## src/rtl/mem_port_arbiter_pkg.sv

```systemverilog
// ---------------------------------------------------------------------------
// mem_port_arbiter_pkg : shared state encoding and default widths for the
//                        instruction/data memory port arbiter.
// Revision: 1.0
// ---------------------------------------------------------------------------
`default_nettype none

package mem_port_arbiter_pkg;

  localparam int DEF_AW           = 32;
  localparam int DEF_DW           = 32;
  localparam int DEF_STARVE_LIMIT = 4;

  typedef enum logic [1:0] {
    IDLE   = 2'd0,
    BUSY_I = 2'd1,
    BUSY_D = 2'd2
  } arb_state_e;

endpackage

`default_nettype wire

```

## src/rtl/mem_port_arbiter.sv

```systemverilog
// ---------------------------------------------------------------------------
// mem_port_arbiter : shares one memory port between instruction fetch and
//                    load/store, one outstanding transaction at a time.
// Optional macro ARB_STARVE_GUARD_EN: bounded data priority over fetch.
// Revision: 1.0
// ---------------------------------------------------------------------------
`default_nettype none

module mem_port_arbiter
  import mem_port_arbiter_pkg::*;
#(
  parameter int AW           = DEF_AW,
  parameter int DW           = DEF_DW,
  parameter int STARVE_LIMIT = DEF_STARVE_LIMIT
) (
  input  logic            clk,
  input  logic            rst,
  input  logic            i_req,
  input  logic [AW-1:0]   i_addr,
  output logic            i_gnt,
  output logic            i_rvalid,
  output logic [DW-1:0]   i_rdata,
  input  logic            d_req,
  input  logic            d_we,
  input  logic [AW-1:0]   d_addr,
  input  logic [DW-1:0]   d_wdata,
  input  logic [DW/8-1:0] d_wstrb,
  output logic            d_gnt,
  output logic            d_rvalid,
  output logic [DW-1:0]   d_rdata,
  output logic            m_req,
  output logic            m_we,
  output logic [AW-1:0]   m_addr,
  output logic [DW-1:0]   m_wdata,
  output logic [DW/8-1:0] m_wstrb,
  input  logic            m_gnt,
  input  logic            m_rvalid,
  input  logic [DW-1:0]   m_rdata
);

  arb_state_e r_state;
  arb_state_e w_state_next;
  logic       w_starve;
  logic       w_sel_d;

`ifdef ARB_STARVE_GUARD_EN
  localparam int CW = $clog2(STARVE_LIMIT + 1);
  logic [CW-1:0] r_starve_cnt;

  assign w_starve = (r_starve_cnt == CW'(STARVE_LIMIT));

  // Counts data grants that jumped over a pending fetch; saturates at the limit.
  always_ff @(posedge clk or posedge rst) begin
    if (rst)
      r_starve_cnt <= '0;
    else if (!i_req || i_gnt)
      r_starve_cnt <= '0;
    else if (d_gnt && !w_starve)
      r_starve_cnt <= r_starve_cnt + 1'b1;
  end
`else
  assign w_starve = 1'b0;
`endif

  assign w_sel_d = d_req & ~(w_starve & i_req);

  assign i_rdata = m_rdata;
  assign d_rdata = m_rdata;

  always_ff @(posedge clk or posedge rst) begin
    if (rst)
      r_state <= IDLE;
    else
      r_state <= w_state_next;
  end

  always_comb begin
    w_state_next = r_state;
    m_req        = 1'b0;
    m_we         = 1'b0;
    m_addr       = '0;
    m_wdata      = '0;
    m_wstrb      = '0;
    i_gnt        = 1'b0;
    d_gnt        = 1'b0;
    i_rvalid     = 1'b0;
    d_rvalid     = 1'b0;
    case (r_state)
      IDLE: begin
        if (!rst) begin
          m_req = i_req | d_req;
          if (w_sel_d) begin
            m_we    = d_we;
            m_addr  = d_addr;
            m_wdata = d_wdata;
            m_wstrb = d_wstrb;
          end else if (i_req) begin
            m_addr = i_addr;
          end
          if (m_gnt) begin
            if (w_sel_d) begin
              d_gnt        = 1'b1;
              w_state_next = BUSY_D;
            end else if (i_req) begin
              i_gnt        = 1'b1;
              w_state_next = BUSY_I;
            end
          end
        end
      end
      BUSY_I: begin
        if (m_rvalid) begin
          i_rvalid     = 1'b1;
          w_state_next = IDLE;
        end
      end
      BUSY_D: begin
        if (m_rvalid) begin
          d_rvalid     = 1'b1;
          w_state_next = IDLE;
        end
      end
      default: w_state_next = IDLE;
    endcase
  end

endmodule

`default_nettype wire

```

## config.mk

```make
export PLATFORM = sky130hd
export DESIGN_NAME = mem_port_arbiter
export DESIGN_NICKNAME = d
export VERILOG_FILES = /design/src/rtl/mem_port_arbiter_pkg.sv /design/src/rtl/mem_port_arbiter.sv
export SDC_FILE = /design/constraint.sdc
export NUM_CORES = 1
export LEC_CHECK = 0
export CORE_AREA = 3 3 106 108
export CTS_CLUSTER_SIZE = 25
export DETAILED_ROUTE_END_ITERATION = 16
export DIE_AREA = 0 0 109 111
export DONT_BUFFER_PORTS = 1
export PLACE_DENSITY = 0.3
export SYNTH_ARGS = -nofsm -noshare
export SYNTH_HDL_FRONTEND = slang
export SYNTH_SLANG_ARGS = --single-unit
```

## constraint.sdc

```tcl
create_clock -name clk -period 1.85 [get_ports clk]
set_clock_uncertainty 0.15 [all_clocks]
set_input_delay 0.37 -clock clk [delete_from_list [all_inputs] [get_ports clk]]
set_output_delay 0.37 -clock clk [all_outputs]
set_load 0.02 [all_outputs]
```

==> results of run 1 <==
power by group:
group / switching, mW / total (mW) / internal [mW]
Clock: 0.0349 / 0.173 / 0.138
Combinational: 0.562 / 1.06 / 0.500
Sequential: 0.00766 / 0.0645 / 0.0568
Total: 0.605 / 1.30 / 0.695
stage by stage:
stage               hold slack, ps  util, %
detailed placement           -32.4     13.5
finish                         146     16.3
CTS                            141     15.7
global route                   151     16.3
global placement             -35.0     13.5
floorplan                    -38.8        -
final cells by class:
cell class,instances,area (sq um),area share (%)
inverter,4,15.0,0.895
tap,136,170,10.1
timing repair buffer,46,470,28.0
multi-input combinational,117,931,55.5
clock buffer,3,41.3,2.46
sequential,2,50.0,2.98
cells in the mapped netlist, drive strengths merged:
cell / instances
buf: 71
and2: 41
dfrtp: 2
clkbuf: 6
a21oi: 2
nand2b: 2
nand2: 4
nor2: 25
ha: 3
nor2b: 3
o211ai: 4
inv: 4
a22o: 8
nand3: 2
a22oi: 22
or4b: 1
worst max-delay path, cell delays in order, from the launching register on:
cell and delay (ps):
dfrtp_1 370, inv_2 80, ha_4 140, nand2b_4 70, nor2_4 120, buf_12 130, buf_12 110, buf_16 110
and2_4 180
timing repair:
action,4_1_cts,5_1_grt
endpoints found under the hold margin,2,0
pin swaps,11,18
hold buffers,1,0
endpoints found under the setup margin,72,72
buffers inserted,3,2
cloned,3,1
resized for setup,25,20
logic make-up (layout without fill, tap and decap cells):
logic type / count (synthesis) / after routing / share of synthesized area [%]
fa+ha+maj: 3 / 3 / 2.76
buf+inv: 81 / 53 / 41.0
flops: 2 / 2 / 3.68
simple gates: 78 / 78 / 31.6
compound gates: 36 / 36 / 21.0
metal layers:
layer  vias up  global-route usage [%]  wire, um
met5         -                       0         0
met4         0                    2.69       127
met3        25                    3.32       865
met2       145                    14.0      2790
met1       541                    8.34      1880
li1        541                       -         -
how the worst max path moves through the flow:
stage	from	endpoint	slack, ps	cells after the start
final	r_state[1]	m_wdata[20]	-210	8
after global placement	r_state[1]	m_addr[24]	-20	6
after global routing	r_state[1]	m_addr[26]	-300	8
after CTS	r_state[1]	m_addr[26]	-240	7
after floorplan	r_state[1]	m_wdata[10]	-70	7
after detailed placement	r_state[1]	m_addr[26]	-50	7
==> flow_summary.json, run 1 <==
{
  "period_share_pct": 112,
  "min_path_type": "input port to flip-flop",
  "first_pass_iters": 4,
  "crit_fanout": 6,
  "tightest_slew_ps": 237,
  "setup_viol": 65,
  "synth_area_leaders": "buf_4 35%, and2_1 19%, a22oi_1 12%",
  "grt_pass1_vias": 1272,
  "num_vias": 1252,
  "finalSetupTns_ps": -10110,
  "final_common_cell": "buf_4",
  "area_delta_synth_final_pct": 23.3,
  "synthCells": 200,
  "status": "finished, violations left",
  "period_needed_ps": 2060,
  "reg2reg_depth": 5,
  "gp_congestion": 0.627,
  "fin_nets": 316,
  "grt_max_degree": 29,
  "fin_area_sq_mm": 0.00168,
  "postSynthAreaPerCell_sq_um": 6.81,
  "antenna_found_initial": 0,
  "yosysUniqueCellTypes": 22,
  "max-cap-violations": 0,
  "largest_reg_flops": 2,
  "leakagePower_nw": 0.716,
  "nFillCells": 1161,
  "core-area_sq_mm": 0.0103,
  "cp.arrival_ps": 1540,
  "peakVddDrop_uv": 243,
  "yosysSeqAreaShare_pct": 3.68,
  "ant_nets": 0,
  "grt_pass1_wl_um": 7370,
  "place_hpwl_um": 4370,
  "final_cells": 308,
  "r2r_start": "r_state[1]",
  "r2r_end": "r_state[1]",
  "cts.sinks": 2,
  "dieArea_sq_mm": 0.0121,
  "dpl_cell_area_sq_mm": 0.00139,
  "yosys_warnings": 0,
  "worstHoldStart": "d_req",
  "syn_area_sq_mm": 0.00136,
  "syn-num-nets": 342,
  "routed_wl_um": 5660,
  "drive_above_1_share_pct": 68.0,
  "viasPerCell": 4.06,
  "io_buffers": 0,
  "max_freq_mhz": 484,
  "hold_end": "r_state[0]",
  "hold_viol_final": 0,
  "powerDensity_mw_per_mm2": 775,
  "cts.htree.levels": 1,
  "final_cell_mix": "34 x buf_4, 32 x and2_4, 22 x a22oi_1",
  "clk_latency_ps": 210,
  "yosys.area.top_type": "buf_4",
  "relSlewSlack_pct": 84.2,
  "start_kind": "flip-flop",
  "largestRegisters": "r_state (2)",
  "pre_cts_slack_ps": -49.1,
  "overflow": 0,
  "regMostFlops": "r_state",
  "die_x_um": 109,
  "violations": "setup timing",
  "io_pins": 277,
  "synth-seq-cells": 2,
  "worstSetupPathType": "flip-flop to output pin",
  "cts-root-buf": "clkbuf_8",
  "placed_cells": 296,
  "netlist.area_leader.share_pct": 35.3,
  "required_ps": 1330,
  "cts_tree": "yes",
  "clockBufferDepth": 2,
  "maxSlewViolCount": 0,
  "start_util_pct": 13.2,
  "p_total_mw": 1.30,
  "rows": 37,
  "cts_inserted_buffers": 3,
  "worstSetupEndpointType": "output pin",
  "die_h_um": 111,
  "layout_setup_ws_ps": -215,
  "wl_per_cell_um": 18.4,
  "reg2reg_setup_slack_ps": 120,
  "grtUsageTotal_pct": 7.94,
  "min_path_cells": 1,
  "drt_iter0_drc": 41,
  "path_clk_slew_ps": 30,
  "antennaDiodeCount": 0,
  "rsz0062_at_grt": "yes",
  "drcViolationCount": 0
}
Power figures use the tool's default switching activity.
==> run 2, diff against run 1 <==
- MAX_ROUTING_LAYER: unset -> met4
==> flow_summary.json, run 2 (synthesis gave the netlist of run 1 again) <==
{
  "setup_viol": 65,
  "fin_nets": 322,
  "routed_wl_um": 5770,
  "viasPerCell": 4.05,
  "die_h_um": 111,
  "p_total_mw": 1.35,
  "area_delta_synth_final_pct": 30.7,
  "peakVddDrop_uv": 244,
  "placed_cells": 296,
  "regMostFlops": "r_state",
  "layout_setup_ws_ps": -231,
  "nFillCells": 1152,
  "wl_per_cell_um": 18.4,
  "overflow": 0,
  "required_ps": 1330,
  "path_clk_slew_ps": 30,
  "grt_pass1_wl_um": 7370,
  "drt_iter0_drc": 40,
  "cts_inserted_buffers": 3,
  "violations": "setup timing",
  "min_path_type": "input port to flip-flop",
  "rows": 37,
  "start_kind": "flip-flop",
  "leakagePower_nw": 0.780,
  "hold_viol_final": 0,
  "period_share_pct": 112,
  "dieArea_sq_mm": 0.0121,
  "antenna_found_initial": 0,
  "ant_nets": 0,
  "crit_fanout": 6,
  "cts-root-buf": "clkbuf_8",
  "final_cells": 314,
  "worstSetupEndpointType": "output pin",
  "period_needed_ps": 2080,
  "powerDensity_mw_per_mm2": 760,
  "clockBufferDepth": 2,
  "antennaDiodeCount": 0,
  "multi_input_area_sq_um": 970,
  "largestRegisters": "r_state (2)",
  "cts_tree": "yes",
  "place_hpwl_um": 4370,
  "worstSetupPathType": "flip-flop to output pin",
  "regArea_sq_um": 50.0,
  "cts.sinks": 2,
  "drive_above_1_share_pct": 69.1,
  "num_vias": 1273,
  "first_pass_iters": 4,
  "grtUsageTotal_pct": 8.16,
  "drcViolationCount": 0,
  "io_pins": 277,
  "core-area_sq_mm": 0.0103,
  "utilization_pct": 17.2,
  "io_buffers": 0,
  "status": "finished, violations left",
  "tightest_slew_ps": 238,
  "die_x_um": 109,
  "grt_max_degree": 29,
  "final_cell_mix": "39 x and2_4, 39 x buf_4, 22 x a22oi_1",
  "cp.arrival_ps": 1560,
  "finalSetupTns_ps": -10130,
  "cts.htree.levels": 1,
  "max_freq_mhz": 481,
  "rsz0062_at_grt": "yes",
  "start_util_pct": 13.2,
  "max-cap-violations": 0,
  "pre_cts_slack_ps": -49.1,
  "grt_pass1_vias": 1275,
  "largest_reg_flops": 2,
  "maxSlewViolCount": 0,
  "clk_latency_ps": 210,
  "gp_congestion": 0.632,
  "relSlewSlack_pct": 84.1
}
## run 2: worst paths after layout
path,start,end,slack (ps),cells after the start
min in group asynchronous,rst,r_state[0],310,2
min reg2reg,r_state[1],r_state[1],480,3
max,r_state[0],m_wdata[20],-230,8
max reg2reg,r_state[0],r_state[1],120,5
max in group asynchronous,rst,r_state[1],1130,2
min,d_req,r_state[0],150,1
## run 2: what timing repair did
action                                  in CTS  in global routing
hold buffers                                 1                  0
gates cloned                                 3                  2
resized for setup                           25                 31
hold endpoints to repair                     2                  0
buffers inserted                             3                  7
pin swaps                                   11                 31
endpoints found under the setup margin      72                 72
## run 2: layer usage
layer  vias to the layer above  part of all wire (%)  track usage, %
met4                         0                   2.2            2.69
met3                        25                    15            3.26
met1                       550                    33            8.38
met5                         -                     0               -
met2                       145                    50            14.0
li1                        553                     -               -
## run 2: cell type report
type                    instances  area share, %
clock buffers                   3           2.32
inverters                       4          0.844
multi-input cells             117           54.5
flip-flops and latches          2           2.81
well taps                     136           9.56
repair buffers                 52           30.0
## run 2: worst max-delay path: stages, from the launching register on
cell,delay [ps]
dfrtp_1,370
inv_2,80
ha_4,150
nand2b_4,70
nor2_4,120
buf_12,140
buf_12,120
buf_16,110
and2_4,180
## run 2: stage by stage
stage	cell area (sq um)	hold slack, ps
after floorplan	1480	-38.8
after global placement	1390	-35.0
after detailed placement	1390	-32.4
after CTS	1620	141
after global routing	1780	151
final	1780	146
## run 2: where the power goes
part / leakage (nW) / internal (mW) / switching (mW) / total [mW]
clock: 0.0216 / 0.138 / 0.0349 / 0.173
sequential: 0.0266 / 0.0568 / 0.00766 / 0.0645
combinational: 0.731 / 0.541 / 0.574 / 1.12
